<file path="config.mk">
export PLATFORM = sky130hd
export DESIGN_NAME = booth_divider
export DESIGN_NICKNAME = d
export VERILOG_FILES = /design/src/rtl/booth_divider.sv
export SDC_FILE = /design/constraint.sdc
export NUM_CORES = 1
export LEC_CHECK = 0
export ABC_AREA = 1
export BUFFER_PORTS_ARGS = -buffer_cell sky130_fd_sc_hd__clkbuf_2
export CELL_PAD_IN_SITES_DETAIL_PLACEMENT = 1
export CELL_PAD_IN_SITES_GLOBAL_PLACEMENT = 2
export CORE_MARGIN = 2
export CORE_UTILIZATION = 26
export DETAILED_ROUTE_END_ITERATION = 10
export GPL_TIMING_DRIVEN = 0
export PLACE_DENSITY_LB_ADDON = 0.1
export SLEW_MARGIN = 20
export SYNTH_ARGS = -nofsm -noshare
export SYNTH_HDL_FRONTEND = slang
export SYNTH_SLANG_ARGS = --single-unit
</file>
<file path="constraint.sdc">
create_clock -name CLK -period 3.15 [get_ports CLK]
set_input_delay 0.63 -clock CLK [delete_from_list [all_inputs] [get_ports CLK]]
set_output_delay 0.63 -clock CLK [all_outputs]
set_load 0.1 [all_outputs]
</file>
<file path="src/rtl/booth_divider.sv">
// Signed 16/8 restoring divider, truncating toward zero.
// One quotient bit per cycle in CALC; signs and error cases are applied in FIX.
module booth_divider (
    input  logic        CLK,
    input  logic        RST,
    input  logic        start,
    input  logic [15:0] dividend,
    input  logic [7:0]  divisor,
    output logic        busy,
    output logic        done,
    output logic [15:0] quotient,
    output logic [7:0]  remainder,
    output logic        err,
    output logic [1:0]  dbg_state
);

    typedef enum logic [1:0] {
        IDLE = 2'd0,
        CALC = 2'd1,
        FIX  = 2'd2
    } state_t;

    state_t      state;
    state_t      state_nx;
    logic [4:0]  cnt;
    logic [8:0]  prem;
    logic [15:0] qm;
    logic [7:0]  dvs;
    logic [7:0]  dlo;
    logic        sd;
    logic        sx;
    logic        zf;
    logic        of;
    logic [8:0]  shifted;
    logic [9:0]  diff;

    // Handshake: start is honoured only in IDLE; done pulses for one cycle
    // with quotient/remainder/err valid from that cycle until the next FIX.
    always_ff @(posedge CLK or posedge RST) begin
        if (RST) begin
            state <= IDLE;
        end else begin
            state <= state_nx;
        end
    end

    always_comb begin
        state_nx = state;
        case (state)
            IDLE:    if (start) state_nx = CALC;
            CALC:    if (cnt == 5'd15) state_nx = FIX;
            FIX:     state_nx = IDLE;
            default: state_nx = IDLE;
        endcase
    end

    assign busy      = (state != IDLE);
    assign dbg_state = state;

    // Partial remainder stays below |divisor| <= 128, so the shifted value fits 9 bits.
    assign shifted = {prem[7:0], qm[15]};
    assign diff    = {1'b0, shifted} - {2'b00, dvs};

    always_ff @(posedge CLK or posedge RST) begin
        if (RST) begin
            cnt       <= 5'd0;
            prem      <= 9'd0;
            qm        <= 16'd0;
            dvs       <= 8'd0;
            dlo       <= 8'd0;
            sd        <= 1'b0;
            sx        <= 1'b0;
            zf        <= 1'b0;
            of        <= 1'b0;
            quotient  <= 16'd0;
            remainder <= 8'd0;
            err       <= 1'b0;
            done      <= 1'b0;
        end else begin
            done <= (state == FIX);
            case (state)
                IDLE: begin
                    if (start) begin
                        // 0x8000 negates to itself, which is 32768 read unsigned.
                        qm   <= dividend[15] ? 16'(-dividend) : dividend;
                        dvs  <= divisor[7] ? 8'(-divisor) : divisor;
                        dlo  <= dividend[7:0];
                        sd   <= dividend[15];
                        sx   <= dividend[15] ^ divisor[7];
                        zf   <= (divisor == 8'd0);
                        of   <= (dividend == 16'h8000) && (divisor == 8'hFF);
                        prem <= 9'd0;
                        cnt  <= 5'd0;
                    end
                end
                CALC: begin
                    cnt <= cnt + 5'd1;
                    if (!diff[9]) begin
                        prem <= diff[8:0];
                        qm   <= {qm[14:0], 1'b1};
                    end else begin
                        prem <= shifted;
                        qm   <= {qm[14:0], 1'b0};
                    end
                end
                FIX: begin
                    if (zf) begin
                        quotient  <= sd ? 16'h8000 : 16'h7FFF;
                        remainder <= dlo;
                        err       <= 1'b1;
                    end else if (of) begin
                        quotient  <= 16'h7FFF;
                        remainder <= 8'h00;
                        err       <= 1'b1;
                    end else begin
                        quotient  <= sx ? 16'(-qm) : qm;
                        remainder <= sd ? 8'(-prem[7:0]) : prem[7:0];
                        err       <= 1'b0;
                    end
                end
                default: ;
            endcase
        end
    end

endmodule

</file>
* Yosys cells after proc, flatten, opt, wreduce, memory -nomap -nowiden
Index checks and enable logic that the tools add are counted.
Word-level totals: register bits after elaboration 77, output and inout bits 29
Cells by class: add/subtract/negate cells 6, equality and inequality tests 7, muxes and demuxes 22, bitwise gates (word level) 1, reductions and logical operators 8
Operators with widths (number):
- 16-bit 2-to-1 mux | 6
- 8-bit 2-to-1 mux | 6
- 16-bit negation | 2
- 16-bit case mux with 2 select lines | 1
- 16-bit == test (second input constant) | 1
- 8-bit negation | 2
- 8-bit case mux with 2 select lines | 1
- 5-bit case mux with 2 select lines | 1
- 9-bit by 8-bit subtractor with 10-bit output | 1
- 8-bit == test (second input constant) | 1
- 8-bit zero test | 1
- 2-bit AND reduction | 3
- 5-bit by 1-bit adder with 5-bit output (second input constant) | 1
- 5-bit by 4-bit == test with 1-bit output (second input constant) | 1
- 5-bit 2-to-1 mux | 1
- 2-bit 2-to-1 mux | 2
- 2-bit inequality test (second input constant) | 2
- 2-bit case mux with 2 select lines | 1
- 2-bit nonzero test | 2
- 1-bit 2-to-1 mux | 3
- 2-bit by 1-bit == test with 1-bit output (second input constant) | 1
- 2-bit == test (second input constant) | 1
- 2-bit zero test | 1
- 1-bit logical AND | 1
- 1-bit bitwise XOR | 1

* Depth between registers and ports, before layout
depth after elaboration 4, depth in mapped cells 11, mapped depth without buffers 11

* Worst setup path after synthesis
No wires, ideal clock.
path kind register to output, start point register state[1] (netlist: dbg_state[1]), end point output port busy, arrival time 1.801 ns, data required time 2.520 ns, slack 0.719 ns, cell stages (with the launch flop) 3, buffers on the path 0, path through dfrtp_1 nor2_1 inv_1
Between the ends: word-level cells in the longest chain between the ends 1
Ends and longest elaborated chain:
- from (decl) | line 23 | state_t state;
- from (signal assigned) | line 43 | state <= state_nx;
- 2-bit nonzero test | line 57 | assign busy = (state != IDLE);
- to (decl) | line 9 | output logic busy,
No other way between the ends.

* Worst setup path in the final report
start point register qm[15], end point register prem[6]
Between the ends: word-level cells in the longest chain between the ends 3
Ends and longest elaborated chain:
- from (decl) | line 27 | logic [15:0] qm;
- from (signal assigned) | line 85 | qm <= dividend[15] ? 16'(-dividend) : dividend;
- from (signal assigned) | line 100 | qm <= {qm[14:0], 1'b1};
- from (signal assigned) | line 103 | qm <= {qm[14:0], 1'b0};
- 9-bit by 8-bit subtractor with 10-bit output | line 62 | assign diff = {1'b0, shifted} - {2'b00, dvs};
- 8-bit 2-to-1 mux | line 98 | if (!diff[9]) begin
- 8-bit case mux with 2 select lines | line 81 | case (state)
- to (signal assigned) | line 99 | prem <= diff[8:0];
- to (signal assigned) | line 102 | prem <= shifted;
- to (decl) | line 26 | logic [8:0] prem;
No other way between the ends. A chain may end at the register's enable or synchronous reset.

==> impl_metrics.toml <==
[grt]
groute.usage.overall_pct = 16.7
overflow = 0
grt_start_max_net_pins = 52
grt_first_pass_wirelength_microns = 25300
initial_antenna_violation_count = 0
grt_pass1_vias = 4516

[synth]
synth.distinct_cells = 40
synth.yosys.warnings = 0
mappedNetlistNets = 663
syn_area_sq_um = 4670
synth_seq_cells = 77
postSynthAreaPerCell_sq_um = 7.53
post_synth_inst_count = 620
synth.yosys.seq_area_share_pct = 41.3

[die]
die_w_microns = 138
io-pin-count = 56
fp.dieH_microns = 138
coreArea_sq_um = 17800
start_util_pct = 26.3
design.die.area_sq_um = 19100
core.rowCount = 49

[sta]
timing_worst_slew_pin_value_ns = 0.596
max_clock_freq_ghz = 0.482
fin_crit_sh_pct = 65.9
worst_clock_skew_ns = 0.0113
setup_tns_ns = 0
worst_slack_ns = 1.07
timing_hold_violations_final = 0
finalSetupViolCount = 0
max-slew-margin-rel_pct = 60.3
period_needed_ns = 2.08
grt_setup_unrepaired = "false"
drv_slew = 0

[pwr]
power_density_nw_per_um2 = 1120
report.power.total_mw = 6.21
p_leak_nw = 2.87
irDropWorstVdd_uv = 379

[routing]
routed_wirelength_microns = 15200
drt_iter0_markers = 225
dr_total_vias = 4370
drt.antenna.violating_nets = 0
drt-pass1-iter-count = 4
via_per_inst = 4.76
detail_route.wl_per_cell_microns = 16.6
remaining_drc_errors = 0

[setup_path]
r2r.worst_path.cells = 11
critPathMaxFanout = 3
endpoint_kind = "flip-flop"
regToRegEndpoint = "prem[6]"
regToRegStartpoint = "qm[15]"
worst_setup_path_startpoint = "qm[15]"
ff2ff_setup_slack_ns = 1.07
critical_path_arrival_ns = 2.32
setup.worst_path.class = "reg2reg"
cp_data_required_time_ns = 3.39
crit_path_start_kind = "flip-flop"
setup.worst_path.end = "prem[6]"

[hold_path]
min_path_type = "in2async"

[clocking]
tritoncts_clock_tree = "yes"
cts_root_buf = "sky130_fd_sc_hd__clkbuf_16"
cts.sinks = 77
clk_path_buf_depth = 2
post_cts_hold_buffer_count = 0
cts_resized = 0
tritoncts.num_buffers = 9
clock_tree.htree_level_count = 3
cts.repair_timing.setup_buffer_count = 0
clk-insertion-delay-late_ns = 0.35
clk_pin_slew_ns = 0.06

[finish]
antenna_cells_inserted = 0
mostFrequentLayoutCells = "sky130_fd_sc_hd__nand2_1, sky130_fd_sc_hd__dfrtp_1, sky130_fd_sc_hd__inv_1"
finish.net_count = 728
fill_cells = 2216
final_instance_count_excl_fillers = 918
layout-drive-gt1-share_pct = 15.2
synthToLayoutAreaGrowth_pct = 18.9
final_common_cell = "sky130_fd_sc_hd__nand2_1"
fin_util_pct = 31.2

[job]
timing.max_cap.violations = 0

[placement]
globalplace.congestion = 0.807
dp_hpwl_microns = 12100
placement.setup.worst_slack_ns = 1.08
dp_cell_count = 903
port_buffers = 53

[outcome]
status = "completed"
-- per-layer routing --
metal,share of wire (%),GRT usage (%),vias to the layer above
met5,0,0,-
met4,0.81,5.32,0
met3,3.2,2.39,13
met2,44,25.0,72
met1,52,24.9,2101
li1,-,-,2184
-- synth_stat cells, drive strengths merged --
library cell | n | area, sq um
o41ai | 1 | 8.76
o221ai | 2 | 17.5
a21boi | 1 | 7.51
nor3 | 7 | 46.3
o211ai | 2 | 15.0
xnor2 | 2 | 17.5
nand2 | 158 | 601
o31ai | 1 | 7.51
o22ai | 3 | 18.8
a22oi | 13 | 97.6
nand3 | 54 | 283
dfrtp | 77 | 1930
ha | 15 | 188
nand4 | 13 | 81.3
clkbuf | 7 | 26.3
nor4 | 1 | 6.26
a21o | 1 | 7.51
nand3b | 3 | 35.0
o21ai | 68 | 344
nor2 | 48 | 195
fa | 1 | 20.0
xor2 | 15 | 131
inv | 74 | 278
or2 | 2 | 12.5
a31oi | 1 | 6.26
buf | 14 | 82.6
a22o | 1 | 8.76
a21oi | 35 | 201
-- worst min path at each step --
stage / cells after the start / to / slack, ns / startpoint
6_report: 2 / prem[2] / 0.25 / RST
5_1_grt: 2 / prem[2] / 0.29 / RST
4_1_cts: 2 / prem[2] / 0.26 / RST
3_5_place_dp: 2 / quotient[6] / 0.47 / quotient[6]
3_3_place_gp: 2 / quotient[7] / 0.46 / quotient[7]
2_1_floorplan: 2 / of / 0.45 / of
-- critical path, cell delays in order, from the launching register on --
cell and delay [ns]:
sky130_fd_sc_hd__dfrtp_1 0.41, sky130_fd_sc_hd__inv_1 0.13, sky130_fd_sc_hd__ha_1 0.27, sky130_fd_sc_hd__fa_1 0.42, sky130_fd_sc_hd__o21ai_1 0.25, sky130_fd_sc_hd__nand2_1 0.10
sky130_fd_sc_hd__nand2_1 0.07, sky130_fd_sc_hd__nand2_1 0.05, sky130_fd_sc_hd__nand2_1 0.08, sky130_fd_sc_hd__nand2_1 0.07, sky130_fd_sc_hd__nand3_1 0.07, sky130_fd_sc_hd__nand2_1 0.06
-- cell families (layout without fill, tap and decap cells) --
logic type      Yosys count  count (layout)  synth area share, %
simple gates            286             286                 27.0
compound gates          129             129                 15.9
buf+inv                  95             164                 8.28
flops                    77              77                 41.3
xor+xnor                 17              17                 3.19
fa+ha+maj                16              16                 4.45
-- cell type report --
class	instances	area, sq um	area share (%)
clock inverters	4	47.5	0.856
clock buffers	11	253	4.55
plain buffers	21	109	1.96
inverters	74	280	5.05
repair buffers	54	293	5.27
flip-flops and latches	77	1930	34.7
multi-input cells	448	2360	42.5
well taps	229	287	5.16
-- registers in the layout, summed over array words and instances, names as in the netlist --
signal	cells
cnt	5
err	1
sx	1
done	1
prem	8
sd	1
of	1
remainder	8
qm	16
dlo	8
quotient	16
zf	1
dvs	8
dbg_state	2
-- where the power goes --
| group | switching (mW) | total [mW] | internal [mW] |
|---|---|---|---|
| sequential | 0.437 | 1.83 | 1.39 |
| combinational | 2.32 | 3.31 | 0.988 |
| clock | 0.425 | 1.07 | 0.649 |
-- through the flow --
step	hold WS, ns	cell area, sq um
2_1_floorplan	0.450	4670
6_report	0.253	5550
3_5_place_dp	0.468	5250
4_1_cts	0.264	5550
3_3_place_gp	0.463	5220
5_1_grt	0.290	5550
Note: power is estimated with default switching activity, not from simulation.
